<file path="src/rtl/sound_pkg.sv">
// Shared types, constants and the saturation helper for the sound mixer.
package sound_pkg;

    typedef logic signed [15:0] sample_t;

    // Offset-binary midpoint of a generator channel.
    localparam logic [15:0] SILENCE    = 16'h8000;
    localparam int          SAMPLE_MAX = 32767;
    localparam int          SAMPLE_MIN = -32768;

    typedef enum logic [2:0] {
        IDLE = 3'd0,
        ACC  = 3'd1,
        SAT  = 3'd2,
        FILT = 3'd3,
        OUT  = 3'd4
    } mix_state_t;

    // Clamp a wide signed value into the signed 16-bit sample range.
    function automatic sample_t sat16(input logic signed [63:0] v);
        if (v > 64'(SAMPLE_MAX)) begin
            return sample_t'(SAMPLE_MAX);
        end else if (v < 64'(SAMPLE_MIN)) begin
            return sample_t'(SAMPLE_MIN);
        end else begin
            return sample_t'(v[15:0]);
        end
    endfunction

endpackage

</file>
<file path="src/rtl/one_pole_lpf.sv">
// One-pole low-pass filter with 16.8 signed state; k = 0 passes x straight through.
module one_pole_lpf
    import sound_pkg::*;
(
    input  logic                clk,
    input  logic                rst,
    input  logic                en,
    input  sample_t             x,
    input  logic [2:0]          k,
    output logic signed [23:0]  y
);

    logic signed [23:0] y_q;
    logic signed [23:0] y_d;
    logic signed [24:0] target;
    logic signed [24:0] diff;
    logic signed [24:0] step;

    // Next filter state: move y toward x<<8 by 1/2^k of the remaining distance.
    always_comb begin
        target = $signed({x[15], x, 8'h00});
        diff   = target - $signed({y_q[23], y_q});
        step   = diff >>> k;
        y_d    = y_q;
        if (en) begin
            if (k == 3'd0) begin
                y_d = target[23:0];
            end else begin
                y_d = y_q + step[23:0];
            end
        end
    end

    // Filter state register.
    always_ff @(posedge clk or posedge rst) begin
        if (rst) begin
            y_q <= '0;
        end else begin
            y_q <= y_d;
        end
    end

    assign y = y_q;

endmodule

</file>
<file path="src/rtl/sound_mixer.sv">
// Snapshot, gain, sum, saturate and low-pass the generator channels once per 48 kHz strobe.
// Strobe handshake: clk_48KHz_en is a one-cycle request accepted only in IDLE; busy is high
// while a sample is in flight, a strobe seen while busy is dropped and sets sticky overrun,
// and out_valid pulses for one cycle when out takes the new sample.
module sound_mixer
    import sound_pkg::*;
#(
    parameter int NUM_CH = 4,
    parameter int GAIN_W = 8
) (
    input  logic                             clk,
    input  logic                             reset,
    input  logic                             clk_48KHz_en,
    input  logic [NUM_CH-1:0][15:0]          ch_in,
    input  logic [NUM_CH-1:0][GAIN_W-1:0]    ch_gain,
    input  logic [2:0]                       lpf_k,
    input  logic                             mute,
    output logic [15:0]                      out,
    output logic                             out_valid,
    output logic                             busy,
    output logic                             overrun,
    output mix_state_t                       dbg_state
);

    localparam int ACC_W  = 16 + GAIN_W + $clog2(NUM_CH) + 1;
    localparam int IDX_W  = (NUM_CH > 1) ? $clog2(NUM_CH) : 1;
    localparam int PROD_W = 17 + GAIN_W;
    localparam logic [IDX_W-1:0] LAST_IDX = IDX_W'(NUM_CH - 1);

    mix_state_t                        state_q, state_d;
    logic [NUM_CH-1:0][15:0]           snap_ch_q, snap_ch_d;
    logic [NUM_CH-1:0][GAIN_W-1:0]     snap_gain_q, snap_gain_d;
    logic signed [ACC_W-1:0]           acc_q, acc_d;
    logic [IDX_W-1:0]                  idx_q, idx_d;
    sample_t                           x_q, x_d;
    logic [15:0]                       out_q, out_d;
    logic                              out_valid_q, out_valid_d;
    logic                              busy_q, busy_d;
    logic                              overrun_q, overrun_d;

    logic signed [15:0]                cur_s;
    logic signed [GAIN_W:0]            cur_g;
    logic signed [PROD_W-1:0]          prod;
    logic signed [ACC_W-1:0]           acc_sh;
    logic signed [23:0]                y_state;

    // Single time-shared multiplier: current snapshot channel times its gain.
    always_comb begin
        cur_s  = $signed(snap_ch_q[idx_q] ^ SILENCE);
        cur_g  = $signed({1'b0, snap_gain_q[idx_q]});
        prod   = cur_s * cur_g;
        acc_sh = acc_q >>> 8;
    end

    one_pole_lpf u_lpf (
        .clk (clk),
        .rst (reset),
        .en  (state_q == FILT),
        .x   (x_q),
        .k   (lpf_k),
        .y   (y_state)
    );

    // Sequencer: next state and datapath register updates.
    always_comb begin
        state_d     = state_q;
        snap_ch_d   = snap_ch_q;
        snap_gain_d = snap_gain_q;
        acc_d       = acc_q;
        idx_d       = idx_q;
        x_d         = x_q;
        out_d       = out_q;
        out_valid_d = 1'b0;
        overrun_d   = overrun_q;

        if (clk_48KHz_en && (state_q != IDLE)) begin
            overrun_d = 1'b1;
        end

        case (state_q)
            IDLE: begin
                if (clk_48KHz_en) begin
                    snap_ch_d   = ch_in;
                    snap_gain_d = ch_gain;
                    acc_d       = '0;
                    idx_d       = '0;
                    state_d     = ACC;
                end
            end
            ACC: begin
                acc_d = acc_q + ACC_W'(prod);
                if (idx_q == LAST_IDX) begin
                    state_d = SAT;
                end else begin
                    idx_d = idx_q + 1'b1;
                end
            end
            SAT: begin
                x_d     = sat16(64'(acc_sh));
                state_d = FILT;
            end
            FILT: begin
                state_d = OUT;
            end
            OUT: begin
                out_d       = mute ? 16'h0000 : y_state[23:8];
                out_valid_d = 1'b1;
                state_d     = IDLE;
            end
            default: begin
                state_d = IDLE;
            end
        endcase

        busy_d = (state_d != IDLE);
    end

    // State and datapath registers; reset aborts any sample in flight.
    always_ff @(posedge clk or posedge reset) begin
        if (reset) begin
            state_q     <= IDLE;
            snap_ch_q   <= '0;
            snap_gain_q <= '0;
            acc_q       <= '0;
            idx_q       <= '0;
            x_q         <= '0;
            out_q       <= '0;
            out_valid_q <= 1'b0;
            busy_q      <= 1'b0;
            overrun_q   <= 1'b0;
        end else begin
            state_q     <= state_d;
            snap_ch_q   <= snap_ch_d;
            snap_gain_q <= snap_gain_d;
            acc_q       <= acc_d;
            idx_q       <= idx_d;
            x_q         <= x_d;
            out_q       <= out_d;
            out_valid_q <= out_valid_d;
            busy_q      <= busy_d;
            overrun_q   <= overrun_d;
        end
    end

    assign out       = out_q;
    assign out_valid = out_valid_q;
    assign busy      = busy_q;
    assign overrun   = overrun_q;
    assign dbg_state = state_q;

endmodule

</file>
<file path="config.mk">
export PLATFORM = sky130hd
export DESIGN_NAME = sound_mixer
export DESIGN_NICKNAME = d
export VERILOG_FILES = /design/src/rtl/sound_pkg.sv /design/src/rtl/one_pole_lpf.sv /design/src/rtl/sound_mixer.sv
export SDC_FILE = /design/constraint.sdc
export NUM_CORES = 1
export LEC_CHECK = 0
export CORE_ASPECT_RATIO = 1.1
export CORE_MARGIN = 4
export CORE_UTILIZATION = 45
export CTS_BUF_LIST = sky130_fd_sc_hd__clkbuf_8
export DETAILED_ROUTE_END_ITERATION = 16
export GPL_TIMING_DRIVEN = 0
export SETUP_SLACK_MARGIN = 0.05
export SLEW_MARGIN = 20
export SYNTH_ARGS = -nofsm -noshare
export SYNTH_HDL_FRONTEND = slang
export SYNTH_SLANG_ARGS = --single-unit
</file>
<file path="constraint.sdc">
create_clock -name clk -period 9.7 [get_ports clk]
set_input_delay 1.455 -clock clk [delete_from_list [all_inputs] [get_ports clk]]
set_output_delay 1.455 -clock clk [all_outputs]
set_load 0.01 [all_outputs]
</file>
* Word-level counts from Yosys, hierarchy flattened
Cells that the tools add are included.
Storage, ports and cells: output and inout port bits 22, register bits after elaboration 187, input port bits 103
Cells by class: bitwise logic cells 1, add/subtract/negate cells 4, multiply operators 1, eq/ne operators 7, reductions and logical operators 9, $lt $le $gt $ge 3, shift-type cells 1, multiplexer cells 17
Operators with widths (count):
- $mux W16 | 4
- $pmux W27 S2 | 1
- $bmux W16 S2 | 1
- $add A27 B25 Y27 | 1
- $mux W27 | 1
- $mul A16 B9 Y25 | 1
- $sshr A25 B3 Y24 | 1
- $sub A24 B24 Y25 | 1
- $add A24 B24 Y24 | 1
- $mux W24 | 1
- $gt A19 B16 Y1 const B | 1
- $lt A19 B16 Y1 const B | 1
- $bmux W8 S2 | 1
- $pmux W3 S4 | 1
- $mux W8 | 1
- $eq A3 B2 Y1 const B | 2
- $logic_not A3 Y1 | 2
- $mux W3 | 2
- $reduce_bool A3 Y1 | 2
- $mux W2 | 2
- $ne A2 B2 Y1 const B | 2
- $pmux W2 S2 | 1
- $reduce_and A2 Y1 | 2
- $eq A3 B1 Y1 const B | 1
- 9 further kinds | 9

* Depth between registers and ports, before layout
word-level depth 6, depth in mapped cells 26

* Hierarchy
From an unflattened synthesis, not the netlist that was laid out.
Second synthesis, totals: cells, all modules 1723, area total of the unflattened synthesis 16518.3 um2
By module, submodules not included:
- sound_mixer | seq. area each 4078.9 um2, area an instance 12335.6 um2, cells an instance 1154, instances 1
- one_pole_lpf | seq. area each 600.6 um2, area an instance 4182.8 um2, cells an instance 569, instances 1

* Worst setup path after synthesis
OpenSTA, ideal clock, no wires.
kind register to register, start register idx_q[0], end register acc_q[26], stages on the path, launching flop included 25, buffers on the path 3, clock period less this slack 7.048 ns, arrival time 6.915 ns, data required time 9.567 ns, slack 2.652 ns, path through dfrtp_1 -> clkbuf_1 -> buf_1 -> mux4_2 -> nand2b_1 -> fa_1 -> inv_1 -> fa_1 -> fa_1 -> fa_1 -> inv_1 -> fa_1 -> inv_1 -> ha_1 -> clkbuf_1 -> nand3_1 -> nor2_1 -> or4b_1 -> a31oi_1 -> o211a_1 -> a211oi_1 -> nor3_1 -> xnor2_1 -> o211ai_1 -> o31ai_1
On the way: cells in the longest elaborated chain, start to end 6
RTL lines:
- start, declared | line sound_mixer.sv:34 | logic [IDX_W-1:0] idx_q, idx_d;
- start signal, assigned | line sound_mixer.sv:136 | idx_q <= idx_d;
- $bmux W16 S2 | line sound_mixer.sv:49 | cur_s = $signed(snap_ch_q[idx_q] ^ SILENCE);
- $mux W16 (not written as such) | line sound_mixer.sv:49
- $not A1 Y1 (no source line)
- $mul A16 B9 Y25 * | line sound_mixer.sv:51 | prod = cur_s * cur_g;
- $add A27 B25 Y27 * | line sound_mixer.sv:91 | acc_d = acc_q + ACC_W'(prod);
- $pmux W27 S2 * | line sound_mixer.sv:80 | case (state_q)
- end signal, assigned | line sound_mixer.sv:124 | acc_q <= '0;
- end signal, assigned | line sound_mixer.sv:135 | acc_q <= acc_d;
- end, declared | line sound_mixer.sv:33 | logic signed [ACC_W-1:0] acc_q, acc_d;
Mark *: on every way between the ends. The rest lies on a longest branch, timed or not. The select of a mux whose other input is x is not followed. A chain may end at the register's enable or synchronous reset.

* Worst setup path after layout
Same ends and word-level chain as after synthesis.

==> metrics.md <==
| Metric | Value |
|---|---|
| Relative slew margins | 0.284 |
| WP data required | 10.09 ns |
| Top FF cell, synth | dfrtp_1 |
| Total number of vias | 12,800 |
| Final nets | 2,303 |
| Die Span X | ~190 µm |
| Crit path kind | flop to flop |
| Area occupied by multi-input gates | 10,300 µm² |
| Detailed Place HPWL | ~34,000 µm |
| Share of cells above drive strength 1 | 0.0524 |
| Syn nets | ~2,200 |
| Die area | 38,800 µm² |
| Most used cell, CP | fa_1 |
| Worst Max-Slew Pin Slew | 1.07 ns |
| Postcts setup bufs | 0 |
| Final WS setup | 1.63 ns |
| Synth Area in Simple Gates | 0.192 |
| Final min period | 8.07 ns |
| RSZ-0062 raised after global routing | no |
| Fin. max-slew vios | 0 |
| TritonCTS clock tree | built |
| XOR/XNOR Fraction of Synth Area | 0.0283 |
| CTS clk-pin slew, worst paths | 0.11 ns |
| WP data arrival | 8.46 ns |
| Post-synth ARST share | 1.00 |
| Vias per inst | 5.20 |
| Min-Delay Path Class | flop to flop |
| Resize count post-CTS | 0 |
| # IOs | approximately 130 |
| Number of synthesized register bits | 187 |
| Drc violations | 0 |
| Initial DRC Count | about 570 |
| Max Clk Rate | 124 MHz |
| Final Hold Fails | 0 |
| Cell Rows | 72 |
| Clk_skew | 0.0241 ns |
| TritonCTS Buffers | 17 |
| Hold EP | snap_ch_q[36] |
| R2R Path Start | idx_q[0] |
| Core Area | around 35,000 µm² |
| First-pass GRT wire length | 68,600 µm |
| Final TNS setup | 0 ns |
| Hold path depth | 2 |
| Cell area after synthesis | 16,100 µm² |
| Chip Height | 206 µm |
| Post-Synth Adder-Cell Area | 0.237 |
| Clock root buffer master | clkbuf_8 |
| Number of synthesized flops with an enable pin | 0 |
| WL per Instance | 16.9 µm |
| Synthesis warning total | 0 |
| DRT Wirelength | about 42,000 µm |
| Syn Inst Count | ~1,800 |
| # fillers | ~3,300 |
| Hold_sp | snap_ch_q[36] |
| Largest net degree at the start of global routing | 99 |
| Clk_lat worst skew | between 0.5 and 0.6 ns |
| Post-layout util | 0.521 |
| Max-Cap Viols | 0 |
| Count leader, synth | nand2_1 |
| CP Capture Type | flop |
| P&R area growth vs syn | 14.0% |
| Period Utilization, post-route | 0.832 |
| Place WS | 1.54 ns |
| GRT overflow | 0 |
| # setup viols final | 0 |
| CTS max path bufs | 2 |
| Worst flop-to-flop path endpoint | acc_q[26] |
| Area contributors post-synth | dfrtp_1, fa_1, nand2_1 |
| Crit path max-delay cell type | buf_1 |
| Largest family of logic cells by synthesized area | adder cells |
| R2R Setup Slk | 1.63 ns |
| Initial Utilization | 0.457 |
| Area share of the largest cell type after synthesis | 0.291 |
| Post-synthesis compound-gate area fraction | 0.118 |
| Critical path fanouts, max | 10 |
| CP max stage delay | approximately 0.76 ns |
| Number of distinct library cells after synthesis | 75 |
| Post-synthesis mux area share | 0.0626 |
| Sequential share of the synthesized area | 0.291 |
| N_diodes | 0 |
| Most area-hungry cell type in the Yosys netlist | dfrtp_1 |
| Drt first pass iters | 5 |
| Initial antenna violation count | 0 |
| FF-to-FF path depth | 25 |
| Synth Area per Inst | about 8.8 µm² |
| Hold buffer count at CTS | 0 |
| Gpl congestion | 0.914 |
| Clock sinks | between 150 and 200 |
| Crit start category | flop |
| H-tree depth | 4 |
| Storage cell area | ~4700 µm² |
| Tot GR Track Use | 0.221 |
| IO buf count | between 100 and 150 |
| Hold Slack | 0.477 ns |
| Antenna-violating nets left | 0 |
| Vias in the first global route | 13,500 |
| Status | finished clean |
| Post-synth top cells | nand2_1, inv_1, dfrtp_1 |
==> registers in the layout, summed over array words and instances, names as in the netlist <==
name,cells
dbg_state,3
x_q,16
overrun,1
busy,1
idx_q,2
acc_q,27
snap_ch_q,64
out,16
out_valid,1
u_lpf.y,24
snap_gain_q,32
==> kinds of logic (layout without fill, tap and decap cells) <==
group	Yosys count	count (layout)
simple gates	701	701
compound gates	302	302
buf+inv	297	452
fa+ha+maj	228	228
flops	187	187
mux	63	63
xor+xnor	52	52
==> how the worst max path moves through the flow <==
stage	cells after the start	startpoint	end
2_1_floorplan	24	idx_q[0]	acc_q[26]
3_3_place_gp	2	reset	snap_ch_q[23]
3_5_place_dp	25	idx_q[0]	acc_q[26]
4_1_cts	25	idx_q[0]	acc_q[26]
5_1_grt	25	idx_q[0]	acc_q[26]
6_report	25	idx_q[0]	acc_q[26]
==> routing by layer <==
metal,share of wire,wire [µm],track usage
met1,0.41,17200,0.261
met3,0.038,1590,0.0336
met2,0.52,21800,0.416
met5,0,0,0
met4,0.025,1040,0.0650
==> critical path, delay by kind of cell, from the launching register on <==
family / cells / cell delay [ns]
AND/OR/NAND/NOR: 5 / 1.27
buffers and inverters: 7 / 1.95
AO/OA/AOI/OAI: 5 / 0.86
XOR/XNOR: 1 / 0.13
flip-flops: 1 / 0.36
multiplexers: 1 / 0.51
adder cells (fa/ha/maj): 6 / 2.85
==> cells in the final DEF (no fill, tap or decap), types with 20 or more instances in the layout <==
master,instances
xnor2_1,30
fa_1,128
xor2_1,22
mux4_2,28
clkbuf_1,66
nor2_1,51
nor3_1,20
and2_1,73
inv_1,218
dfrtp_1,187
a21oi_1,78
o31ai_1,24
nand2_1,456
ha_1,100
o21ai_0,86
nand3_1,38
clkdlybuf4s50_1,122
a211oi_1,21
==> area by class of cell <==
class / count / share of cell area
Clock buffer: 18 / 0.0135
Multi-Input combinational cell: 1346 / 0.560
Buffer: 77 / 0.0173
Inverter: 220 / 0.0454
Sequential cell: 187 / 0.255
Timing Repair Buffer: 123 / 0.0681
Clock inverter: 14 / 0.00785
Tap cell: 481 / 0.0328
==> per-stage QoR <==
stage | cell area (µm²) | instances
floorplan | 16100 | 1830
global placement | 17900 | 2433
CTS | 18300 | 2466
global route | 18300 | 2466
detailed placement | 17900 | 2434
finish | 18300 | 2466
Power is not shown: default switching activity piles up to over one toggle a cycle in this logic, so the estimate is an artifact.
